## config.mk

```make
export PLATFORM = sky130hd
export DESIGN_NAME = des_block_serializer
export DESIGN_NICKNAME = d
export VERILOG_FILES = /design/src/rtl/des_pkg.sv /design/src/rtl/des_block_serializer_hold.sv /design/src/rtl/des_block_serializer.sv
export SDC_FILE = /design/constraint.sdc
export NUM_CORES = 1
export LEC_CHECK = 0
export BUFFER_PORTS_ARGS = -buffer_cell sky130_fd_sc_hd__buf_2
export CORE_UTILIZATION = 39
export CTS_BUF_LIST = sky130_fd_sc_hd__clkbuf_8
export DETAILED_ROUTE_END_ITERATION = 10
export HOLD_SLACK_MARGIN = 0.15
export SYNTH_ARGS = -nofsm -noshare
export SYNTH_HDL_FRONTEND = slang
export SYNTH_SLANG_ARGS = --single-unit
```

## constraint.sdc

```tcl
create_clock -name clk -period 4.7 [get_ports clk]
set_clock_uncertainty 0.15 [all_clocks]
set_input_delay 0.705 -clock clk [delete_from_list [all_inputs] [get_ports clk]]
set_output_delay 0.705 -clock clk [all_outputs]
set_load 0.05 [all_outputs]
```

## src/rtl/des_pkg.sv

```systemverilog
// Shared widths, FSM state encoding and byte-selection helpers for the DES block serializer.
package des_pkg;

    localparam int DES_BLOCK_W       = 64;
    localparam int DES_BYTE_W        = 8;
    localparam int DES_BYTES_PER_BLK = 8;
    localparam int DES_CNT_W         = $clog2(DES_BYTES_PER_BLK);

    typedef enum logic {
        ST_IDLE  = 1'b0,
        ST_SHIFT = 1'b1
    } ser_state_t;

    typedef logic [DES_BLOCK_W-1:0] blk_t;
    typedef logic [DES_BYTE_W-1:0]  byte_t;

    // The byte currently presented sits at the top of the register for MSB-first
    // order and at the bottom for LSB-first order.
    function automatic byte_t head_byte(input blk_t b, input bit msb_first);
        return msb_first ? b[DES_BLOCK_W-1 -: DES_BYTE_W] : b[DES_BYTE_W-1:0];
    endfunction

    function automatic blk_t shift_out(input blk_t b, input bit msb_first);
        return msb_first ? (b << DES_BYTE_W) : (b >> DES_BYTE_W);
    endfunction

endpackage

```

## src/rtl/des_block_serializer_hold.sv

```systemverilog
// des_blk_hold: 64-bit load-enabled register, async active-high reset.
// Latency 1 cycle from en to q; no flow control of its own.
module des_blk_hold
    import des_pkg::*;
(
    input  logic clk,
    input  logic reset,
    input  logic en,
    input  blk_t d,
    output blk_t q
);

    always_ff @(posedge clk or posedge reset) begin
        if (reset) begin
            q <= '0;
        end else if (en) begin
            q <= d;
        end
    end

endmodule

```

## src/rtl/des_block_serializer.sv

```systemverilog
// Splits 64-bit DES blocks into 8 bytes; first byte valid 1 cycle after accept.
// Backpressure: bytes hold while out_ready=0; in_ready opens on the last-byte handshake,
// or with DES_SER_BUF_EN a one-block holding register absorbs the next block early.
module des_block_serializer
    import des_pkg::*;
#(
    parameter int MSB_FIRST = 1
) (
    input  logic        clk,
    input  logic        reset,
    input  logic [1:64] in_data,
    input  logic        in_valid,
    output logic        in_ready,
    output logic [7:0]  out_data,
    output logic        out_valid,
    input  logic        out_ready,
    output logic        out_last,
    output logic        busy
);

    localparam bit MSB_SEL = (MSB_FIRST != 0);

    ser_state_t           state;
    logic [DES_CNT_W-1:0] cnt;
    blk_t                 sr_q;
    blk_t                 sr_d;
    blk_t                 blk_in;
    logic                 sr_en;
    logic                 load;
    logic                 accept;
    logic                 out_hs;
    logic                 last_hs;

    // in_data bit 1 lands on blk_in[63], so the DES MSB is the register MSB.
    assign blk_in    = in_data;

    assign out_valid = (state == ST_SHIFT);
    assign out_data  = head_byte(sr_q, MSB_SEL);
    assign out_last  = out_valid && (cnt == DES_CNT_W'(DES_BYTES_PER_BLK - 1));
    assign out_hs    = out_valid && out_ready;
    assign last_hs   = out_last && out_ready;
    assign accept    = in_valid && in_ready;

`ifdef DES_SER_BUF_EN
    blk_t hold_q;
    logic full;
    logic take_direct;
    logic take_hold;
    logic pop_hold;

    assign in_ready    = !reset && ((state == ST_IDLE) || !full);
    // A block goes straight into the shift register only when nothing is queued ahead of it.
    assign take_direct = accept && ((state == ST_IDLE) || (last_hs && !full));
    assign take_hold   = accept && !take_direct;
    assign pop_hold    = last_hs && full;
    assign load        = take_direct || pop_hold;
    assign sr_d        = take_direct ? blk_in : (pop_hold ? hold_q : shift_out(sr_q, MSB_SEL));
    assign sr_en       = load || out_hs;
    assign busy        = (state == ST_SHIFT) || full;

    always_ff @(posedge clk or posedge reset) begin
        if (reset) begin
            full <= 1'b0;
        end else begin
            full <= take_hold || (full && !pop_hold);
        end
    end

    des_blk_hold u_hold (
        .clk   (clk),
        .reset (reset),
        .en    (take_hold),
        .d     (blk_in),
        .q     (hold_q)
    );
`else
    assign in_ready = !reset && ((state == ST_IDLE) || last_hs);
    assign load     = accept;
    assign sr_d     = accept ? blk_in : shift_out(sr_q, MSB_SEL);
    assign sr_en    = accept || out_hs;
    assign busy     = (state == ST_SHIFT);
`endif

    des_blk_hold u_shift (
        .clk   (clk),
        .reset (reset),
        .en    (sr_en),
        .d     (sr_d),
        .q     (sr_q)
    );

    // A load coinciding with the last-byte handshake keeps SHIFT; the counter wraps to 0.
    always_ff @(posedge clk or posedge reset) begin
        if (reset) begin
            state <= ST_IDLE;
            cnt   <= '0;
        end else begin
            case (state)
                ST_IDLE: begin
                    if (load) begin
                        state <= ST_SHIFT;
                        cnt   <= '0;
                    end
                end
                ST_SHIFT: begin
                    if (out_hs) begin
                        cnt <= cnt + 1'b1;
                        if (last_hs && !load) begin
                            state <= ST_IDLE;
                        end
                    end
                end
                default: begin
                    state <= ST_IDLE;
                    cnt   <= '0;
                end
            endcase
        end
    end

endmodule
```

=== Word-level counts from Yosys, hierarchy flattened ===
Cells that the tools add are included.

* Bitwise logic cells: 1
* Add/sub/neg operators: 1
* $lt $le $gt $ge: 0
* Muxes and demuxes: 8
* Reduce and logical (&&, ||, !) cells: 11
* $mul: 0
* Equality and inequality tests: 3
* Shift operators: 0
* Div/mod/pow operators: 0

{| class="wikitable"
|+ Operator list
! operator !! number
|-
| 2-to-1 mux 64 bit || 1
|-
| logical AND 1 bit || 6
|-
| 2-to-1 mux 3 bit || 2
|-
| one-hot mux 3 bit (2 select lines) || 1
|-
| adder 3 x 1 -> 3 bit (second input constant) || 1
|-
| == test 3 bit (second input constant) || 1
|-
| 2-to-1 mux 1 bit || 3
|-
| zero test 1 bit || 2
|-
| logical OR 1 bit || 2
|-
| inequality test 2 x 1 -> 1 bit (second input constant) || 1
|-
| inequality test 2 bit (second input constant) || 1
|-
| one-hot mux 1 bit (2 select lines) || 1
|-
| AND reduction 2 bit || 1
|-
| NOT 1 bit || 1
|}

* Register bits after elaboration: 68
* Word-level logic and storage cells: 27
* Bits in writable memories: 0
* Input bits: 68
* Bits in latches: 0
* Memories kept: 0
* Memory bits (read-only): 0

=== Depth between registers and ports, before layout ===
Gate-level depths: netlist of the first run.

* Depth in word-level cells: 11
* Depth in mapped cells: 7

=== Hierarchy ===
Synthesis of the first run repeated with hierarchy kept, for this count alone.

* Cell total of the unflattened synthesis: 230
* Area, all modules: 3927.5 µm²

{| class="wikitable"
|+ By module, submodules not included
! module !! cells each !! sequential area each (µm²) !! instances !! area an instance (µm²)
|-
| des_blk_hold || 136 || 1601.5 || 1 || 2682.6
|-
| des_block_serializer || 94 || 100.1 || 1 || 1244.9
|}

=== Worst setup path after synthesis of the first run ===
OpenSTA, ideal clock, no wires.

* Path kind: reg2out
* Start: reg state, in the netlist busy
* End: out in_ready
* Setup slack: 2.325 ns
* Stages on the path, launching flop included: 3
* Data arrival time: 1.520 ns
* Cell sequence: dfrtp_1 -> a21boi_2 -> nor2_1

* Cells in the longest elaborated chain, start to end: 4
* Elaborated cells between the ends (all ways): 5
* Those cells by class: bitwise: 1; reduce/logical: 4

{| class="wikitable"
|+ Ends and longest elaborated chain
! what !! line !! source
|-
| start, declared || des_block_serializer.sv:23 || <nowiki>ser_state_t state;</nowiki>
|-
| start signal, assigned || des_block_serializer.sv:95 || <nowiki>state <= ST_IDLE;</nowiki>
|-
| start signal, assigned || des_block_serializer.sv:101 || <nowiki>state <= ST_SHIFT;</nowiki>
|-
| start signal, assigned || des_block_serializer.sv:109 || <nowiki>state <= ST_IDLE;</nowiki>
|-
| logical AND 1 bit || des_block_serializer.sv:39 || <nowiki>assign out_last = out_valid && (cnt == DES_CNT_W'(DES_BYTES_PER_BLK - 1));</nowiki>
|-
| logical AND 1 bit || des_block_serializer.sv:41 || <nowiki>assign last_hs = out_last && out_ready;</nowiki>
|-
| logical OR 1 bit * || des_block_serializer.sv:77 || <nowiki>assign in_ready = !reset && ((state == ST_IDLE) || last_hs);</nowiki>
|-
| logical AND 1 bit * || des_block_serializer.sv:77 ||
|-
| end, declared || des_block_serializer.sv:13 || <nowiki>output logic in_ready,</nowiki>
|}

Every way passes the cells marked *; elsewhere a longest branch is shown, timed or not.

=== Final worst setup path of the first run ===
* Start: reg cnt[0]
* End: out in_ready

* Cells in the longest elaborated chain, start to end: 5

{| class="wikitable"
|+ Ends and longest elaborated chain
! what !! line !! source
|-
| start, declared || des_block_serializer.sv:24 || <nowiki>logic [DES_CNT_W-1:0] cnt;</nowiki>
|-
| start signal, assigned || des_block_serializer.sv:107 || <nowiki>cnt <= cnt + 1'b1;</nowiki>
|-
| == test 3 bit || des_block_serializer.sv:39 ||
|-
| logical AND 1 bit || des_block_serializer.sv:39 ||
|-
| logical AND 1 bit || des_block_serializer.sv:41 ||
|-
| logical OR 1 bit || des_block_serializer.sv:77 ||
|-
| logical AND 1 bit || des_block_serializer.sv:77 ||
|}

No other way between the ends.

==> results of run 1 <==
[power by group]
part	switching (mW)	internal [mW]
logic	0.382	0.487
clock network	0.215	0.215
registers	0.117	0.817
total	0.714	1.52
[Yosys cell counts]
library cell and instances:
buf_4 14, nor3b_4 1, mux2_2 96, buf_6 4, mux2_4 14, a21boi_2 1
mux2i_1 8, inv_1 9, or2_2 2, nor2_1 1, nand2_1 11, clkbuf_1 1
mux2_1 2, and2_1 1, o21ai_0 3, nand3_1 2, nand2_2 1, buf_2 4
dfrtp_1 68, ha_1 2
[per-stage QoR]
stage | util, % | std cells
3_5_place_dp | 45.6 | 408
3_3_place_gp | 45.6 | 408
6_report | 47.8 | 423
2_1_floorplan | - | 245
5_1_grt | 47.8 | 423
4_1_cts | 47.8 | 423
[kinds of logic (layout without fill, tap and decap cells)]
| kind of cell | count (synthesis) | after routing |
|---|---|---|
| compound gates | 4 | 4 |
| fa+ha+maj | 2 | 2 |
| buf+inv | 32 | 105 |
| flops | 68 | 68 |
| mux | 120 | 120 |
| simple gates | 19 | 19 |
[final cells by class]
type	count	share of cell area [%]
Sequential cell	68	42.5
Multi-Input combinational cell	145	38.7
Timing Repair Buffer	81	10.3
Clock buffer	11	3.78
Tap cell	105	3.28
Inverter	9	0.844
Clock inverter	4	0.625
[critical path, cell delays in order, from the launching register on]
cell and delay [ns]:
dfrtp_1 0.39, ha_1 0.20, ha_1 0.20, a21boi_2 0.23, nor2_1 0.06, buf_2 0.21
[per-layer routing]
layer  vias up  share of wire, %  track usage, %
met4         0               1.6            6.72
met1       965                50            19.3
met2        59                43            19.6
li1        985                 -               -
met3        10               6.1            4.58
met5         -                 0               0
[state kept, by name, summed over array words and instances (netlist names)]
name,cells
u_shift.q,64
cnt,3
busy,1
[worst min path at each step]
stage / start / end / cells past startpoint
floorplan: u_shift.q[7]$_DFFE_PP0P_ / u_shift.q[7]$_DFFE_PP0P_ / 2
global placement: u_shift.q[4]$_DFFE_PP0P_ / u_shift.q[4]$_DFFE_PP0P_ / 2
detailed placement: u_shift.q[7]$_DFFE_PP0P_ / u_shift.q[7]$_DFFE_PP0P_ / 2
CTS: u_shift.q[1]$_DFFE_PP0P_ / u_shift.q[1]$_DFFE_PP0P_ / 2
global route: u_shift.q[7]$_DFFE_PP0P_ / u_shift.q[7]$_DFFE_PP0P_ / 2
finish: u_shift.q[7]$_DFFE_PP0P_ / u_shift.q[7]$_DFFE_PP0P_ / 2
==> impl_metrics.sql, run 1 <==
INSERT INTO impl_metrics (metric_group, metric, value, unit) VALUES
('cells_and_area', 'stdcell_area', '4000', 'um^2'),
('detailed_routing', 'post_detailed_route_via_to_cell_ratio', '4.77', ''),
('synth', 'dominant_combinational_cell_family_by_area_after_synthesis', 'multiplexers', ''),
('floorplan', 'floorplan.die_area', '9240', 'um^2'),
('sta', 'final_period_utilization', '52.9', '%'),
('global_routing', 'grt_antenna_before_repair', '0', ''),
('pwr', 'vdd.ir_drop.worst', '0.246', 'mV'),
('clock_tree', 'cts_buf_count', '9', ''),
('sta', 'final_hold_slack', '0.374', 'ns'),
('cells_and_area', 'n_fill_cell', '780', ''),
('floorplan', 'die_boundary_height', '96.1', 'um'),
('global_routing', 'number_of_global_route_vias_before_repair', '1933', ''),
('synth', 'synthDominantAreaCellType', 'dfrtp_1', ''),
('floorplan', 'initial_core_utilization', '41.2', '%'),
('detailed_routing', 'drt_drc_violations_left', '0', ''),
('setup_path', 'critPathCaptureType', 'primary output', ''),
('synth', 'syn_area_per_cell', '14.1', 'um^2'),
('synth', 'synth-warning-count', '0', ''),
('setup_path', 'critPathMaxFanout', '3', ''),
('placed_design', 'gpl.final_weighted_congestion', '0.671', ''),
('placed_design', 'hpwlAfterDp', '3750', 'um'),
('cells_and_area', 'number_of_inserted_diodes', '0', ''),
('pwr', 'static-leakage-power', '1.97', 'nW'),
('detailed_routing', 'routed-via-count', '2019', ''),
('setup_path', 'reg2reg_to', 'u_shift.q[43]$_DFFE_PP0P_', ''),
('synth', 'ys_types', '20', ''),
('sta', 'setup_ws', '2.21', 'ns'),
('cells_and_area', 'layout.cells.most_common', 'mux2_2', ''),
('cells_and_area', 'multiInputGateArea', '1550', 'um^2'),
('global_routing', 'global_route.usage.total', '14.0', '%'),
('synth', 'share_of_the_synthesized_netlist_area_taken_by_xor_and_xnor_gates', '0', '%'),
('sta', 'finalWorstPathRequiredPeriod', '2.49', 'ns'),
('detailed_routing', 'number_of_antenna_violating_nets_in_the_routed_design', '0', ''),
('placed_design', 'preCtsSetupSlack', '2.13', 'ns'),
('setup_path', 'startpoint', 'cnt[0]$_DFFE_PP0P_', ''),
('global_routing', 'pin_count_of_the_biggest_net_entering_global_routing', '69', ''),
('setup_path', 'worstSetupEndpoint', 'in_ready', ''),
('clock_tree', 'clkSlewWorstSetupHoldPaths', '0.07', 'ns'),
('sta', 'setup_viol_count_final', '0', ''),
('clock_tree', 'cts_hold_buffers', '0', ''),
('clock_tree', 'number_of_clock_sinks', '68', ''),
('synth', 'synth-compound-area-share', '0.761', '%'),
('cells_and_area', 'post_route_cells_drive_above_1_share', '66.7', '%'),
('detailed_routing', 'wl_per_cell', '13.9', 'um'),
('global_routing', 'wire_length_of_the_first_global_routing_pass', '9430', 'um'),
('synth', 'mappedNetlistArea', '3450', 'um^2'),
('setup_path', 'worst_setup_path_start_kind', 'flop', ''),
('synth', 'netlist_instances', '245', ''),
('clock_tree', 'tritoncts_clock_tree', 'done', ''),
('cells_and_area', 'finish.net_count', '384', ''),
('setup_path', 'critical_path_class', 'flop to primary output', ''),
('status', 'run_status', 'complete, no violations', ''),
('floorplan', 'core_area', '8380', 'um^2'),
('clock_tree', 'clock_tree.htree_level_count', '3', ''),
('flow_run', 'max_cap_violations', '0', ''),
('clock_tree', 'cts.root.buffer_cell', 'clkbuf_8', ''),
('clock_tree', 'worstSkewPairLatency', '0.34', 'ns'),
('synth', 'synth-seq-area-share', '49.3', '%'),
('synth', 'yosys_register_bits', '68', ''),
('placed_design', 'numPortBuffers', '79', ''),
('sta', 'final_hold_viol_count', '0', ''),
('floorplan', 'num_io_pins', '80', ''),
('detailed_routing', 'drt_wl_total', '5870', 'um'),
('cells_and_area', 'area_growth', '15.9', '%'),
('cells_and_area', 'register_area', '1700', 'um^2'),
('sta', 'worst_slew_margin_rel', '37.2', '%'),
('clock_tree', 'clk_path_buf_depth', '2', ''),
('synth', 'yosys.area_share.adder', '0.725', '%'),
('setup_path', 'r2r_cells', '6', ''),
('pwr', 'power.total', '2.23', 'mW'),
('synth', 'yosysTopAreaCellShare', '49.3', '%');
Power figures use the tool's default switching activity.
==> run 2, diff against run 1 <==
==> constraint.sdc (replaced) <==
create_clock -name clk -period 2.6 [get_ports clk]
set_clock_uncertainty 0.15 [all_clocks]
set_input_delay 0.39 -clock clk [delete_from_list [all_inputs] [get_ports clk]]
set_output_delay 0.39 -clock clk [all_outputs]
set_load 0.05 [all_outputs]
==> run 2 against run 1 <==
- via count is 14% higher
- worst setup slack worse by 1.8 ns
- wire length increased by 12%
- register-to-register slack worse by 1.7 ns
- cell count grew 16%
- first-iteration DRC count shrank 21%
- sequential power up 81%
- clock power grew 120%
- flip-flop and latch count stayed put
==> impl_metrics.sql, run 2 (same netlist as run 1, synthesis figures left out) <==
INSERT INTO impl_metrics (metric_group, metric, value, unit) VALUES
('cells_and_area', 'post_route_non_filler_standard_cell_count', '491', ''),
('cells_and_area', 'largest_register_ffs', '64', ''),
('pwr', 'logic_gate_share_of_total_power', '39.1', '%'),
('clock_tree', 'tritoncts_clock_tree', 'done', ''),
('setup_path', 'critical_path_class', 'flop to primary output', ''),
('placed_design', 'gpl.final_weighted_congestion', '0.686', ''),
('setup_path', 'crit_chain', 'ha_1 -> ha_1 -> a21boi_2 -> nor2_1 -> buf_2', ''),
('detailed_routing', 'routed-via-count', '2306', ''),
('min_path', 'min_path_cells', '3', ''),
('setup_path', 'worst_setup_path_start_kind', 'flop', ''),
('clock_tree', 'cts_buf_count', '9', ''),
('clock_tree', 'clkSlewWorstSetupHoldPaths', '0.07', 'ns'),
('sta', 'final_period_utilization', '82.8', '%'),
('floorplan', 'num_rows', '33', ''),
('setup_path', 'cp_top_delay_family', 'flip-flops', ''),
('detailed_routing', 'drt_pass1_iterations', '4', ''),
('setup_path', 'crit-reg2reg-launch', 'cnt[0]$_DFFE_PP0P_', ''),
('setup_path', 'bufs_and_invs_on_worst_path', '1', ''),
('clock_tree', 'cts.repair_timing.setup_buffer_count', '0', ''),
('global_routing', 'global_route.overflow_total', '0', ''),
('sta', 'worstMarginPinSlew', '0.732', 'ns'),
('setup_path', 'reg2reg_to', 'u_shift.q[62]$_DFFE_PP0P_', ''),
('pwr', 'vdd.ir_drop.worst', '0.381', 'mV'),
('detailed_routing', 'first_iter_violations', '33', ''),
('clock_tree', 'worstSkewPairLatency', '0.34', 'ns'),
('clock_tree', 'cts_hold_buffers', '65', ''),
('pwr', 'power.share.clock', '21.8', '%'),
('cells_and_area', 'post_route_cells_drive_above_1_share', '55.4', '%'),
('floorplan', 'initial_core_utilization', '41.2', '%'),
('setup_path', 'data_required_time_of_the_critical_path', '2.06', 'ns'),
('global_routing', 'wire_length_of_the_first_global_routing_pass', '10500', 'um'),
('cells_and_area', 'finish.net_count', '451', ''),
('global_routing', 'pin_count_of_the_biggest_net_entering_global_routing', '69', ''),
('clock_tree', 'clock_tree.htree_level_count', '3', ''),
('flow_run', 'max_cap_violations', '0', ''),
('cells_and_area', 'number_of_inserted_diodes', '0', ''),
('pwr', 'switching_power_share_of_the_total', '30.3', '%'),
('clock_tree', 'cts.root.buffer_cell', 'clkbuf_8', ''),
('global_routing', 'grt_antenna_before_repair', '0', ''),
('setup_path', 'r2r_cells', '6', ''),
('setup_path', 'critical_path.most_common_cell', 'ha_1', ''),
('sta', 'slew_limit_fails', '0', ''),
('sta', 'achievable-frequency', '0.465', 'GHz'),
('floorplan', 'dieWidth', '96.1', 'um'),
('detailed_routing', 'drt_wl_total', '6590', 'um'),
('clock_tree', 'clk_path_buf_depth', '2', ''),
('sta', 'grt_setup_unrepaired', 'no', ''),
('cells_and_area', 'max_flop_register', 'u_shift.q', ''),
('cells_and_area', 'finish.utilization', '56.8', '%'),
('cells_and_area', 'most-common-layout-cells', 'mux2_2, buf_2, dfrtp_1', ''),
('pwr', 'sequentialPowerShare', '39.2', '%'),
('status', 'run_status', 'complete, no violations', ''),
('min_path', 'whs_endpoint', 'cnt[1]$_DFFE_PP0P_', ''),
('sta', 'final_hold_viol_count', '0', ''),
('pwr', 'total_switching_power', '1.31', 'mW'),
('clock_tree', 'number_of_clock_sinks', '68', ''),
('floorplan', 'die_boundary_height', '96.1', 'um'),
('pwr', 'power-per-cell-area', '906', 'nW/um^2'),
('min_path', 'hold_path_startpoint', 'out_ready', ''),
('sta', 'setup_viol_count_final', '0', ''),
('setup_path', 'critical_path_cell_count', '5', ''),
('sta', 'worst_slew_margin_rel', '51.1', '%'),
('detailed_routing', 'number_of_antenna_violating_nets_in_the_routed_design', '0', ''),
('setup_path', 'critPathMaxFanout', '3', ''),
('placed_design', 'numPortBuffers', '79', ''),
('pwr', 'static-leakage-power', '2.30', 'nW'),
('detailed_routing', 'post_detailed_route_via_to_cell_ratio', '4.70', ''),
('floorplan', 'floorplan.die_area', '9240', 'um^2'),
('detailed_routing', 'wl_per_cell', '13.4', 'um'),
('floorplan', 'core_area', '8380', 'um^2'),
('sta', 'fin_tns_setup', '0', 'ns'),
('placed_design', 'dp_cells', '410', ''),
('sta', 'setup_ws', '0.448', 'ns'),
('detailed_routing', 'drt_drc_violations_left', '0', ''),
('sta', 'final_hold_slack', '0.220', 'ns'),
('setup_path', 'critPathCaptureType', 'primary output', ''),
('cells_and_area', 'layout.cells.most_common', 'mux2_2', ''),
('global_routing', 'global_route.usage.total', '15.3', '%'),
('cells_and_area', 'area_growth', '37.8', '%'),
('setup_path', 'critical_path.max_stage_delay', '0.39', 'ns'),
('global_routing', 'number_of_global_route_vias_before_repair', '2290', ''),
('placed_design', 'preCtsSetupSlack', '0.582', 'ns'),
('setup_path', 'slowest_stage', 'dfrtp_1', ''),
('pwr', 'internal_power', '3.00', 'mW'),
('min_path', 'hold_class', 'input pin to flop', ''),
('sta', 'finalWorstPathRequiredPeriod', '2.15', 'ns'),
('floorplan', 'num_io_pins', '80', ''),
('setup_path', 'worst-r2r-setup-slack', '0.56', 'ns'),
('placed_design', 'hpwlAfterDp', '3890', 'um'),
('setup_path', 'critical_path_arrival', '1.61', 'ns'),
('clock_tree', 'post_cts_resized', '0', '');
run 2: changes by cell type in the layout (fill, tap and decap cells not counted):
cell | previous run | this run
clkbuf_8 | 11 | 10
dlygate4sd3_1 | 0 | 65
clkinvlp_4 | 2 | 0
buf_12 | 0 | 4
clkinv_2 | 2 | 3
inv_1 | 8 | 9
buf_4 | 2 | 0
bufinv_16 | 0 | 2
run 2: final cells by class:
class	instances	area [um^2]
clock inverter	6	78.8
clock buffer	10	138
inverter	9	33.8
fill	721	3620
timing repair buffer	148	1130
tap	105	131
sequential	68	1700
multi-input combinational	145	1550
run 2: power by group through the flow:
stage | Clock, mW | Sequential [mW] | Combinational (mW)
6_report | 0.939 | 1.69 | 1.68
5_1_grt | 1.03 | 1.75 | 1.83
4_1_cts | 0.982 | 1.69 | 1.71
3_5_place_dp | 0 | 1.72 | 1.62
3_3_place_gp | 0 | 1.70 | 1.58
2_1_floorplan | 0 | 1.65 | 1.46
run 2: how the worst max path moves through the flow:
stage | from | endpoint | slack [ns]
after global routing | cnt[0]$_DFFE_PP0P_ | in_ready | 0.34
after detailed placement | cnt[0]$_DFFE_PP0P_ | u_shift.q[38]$_DFFE_PP0P_ | 0.58
after CTS | cnt[0]$_DFFE_PP0P_ | in_ready | 0.41
after floorplan | reset | busy$_DFF_PP0_ | 0.35
after global placement | cnt[0]$_DFFE_PP0P_ | u_shift.q[58]$_DFFE_PP0P_ | 0.61
final | cnt[0]$_DFFE_PP0P_ | in_ready | 0.45
run 2: per-stage QoR:
step                      area (um^2)  power (mW)
after floorplan                  3450        3.12
after global placement           3890        3.28
after detailed placement         3890        3.34
after CTS                        4760        4.38
after global routing             4760        4.60
final                            4760        4.31
run 2: worst reg2reg max path, cell delays in order, from the launching register on:
cell	delay (ns)
dfrtp_1	0.36
ha_1	0.15
ha_1	0.17
a21boi_2	0.09
nor3b_4	0.21
buf_12	0.36
mux2_2	0.44
run 2: metal layers:
metal	routed length [um]	up-vias	global-route usage, %	share of wire (%)
met2	3120	58	25.4	47
met1	3080	1119	18.7	47
met5	0	-	0	0
met4	99	0	5.97	1.5
li1	-	1119	-	-
met3	285	10	4.34	4.3
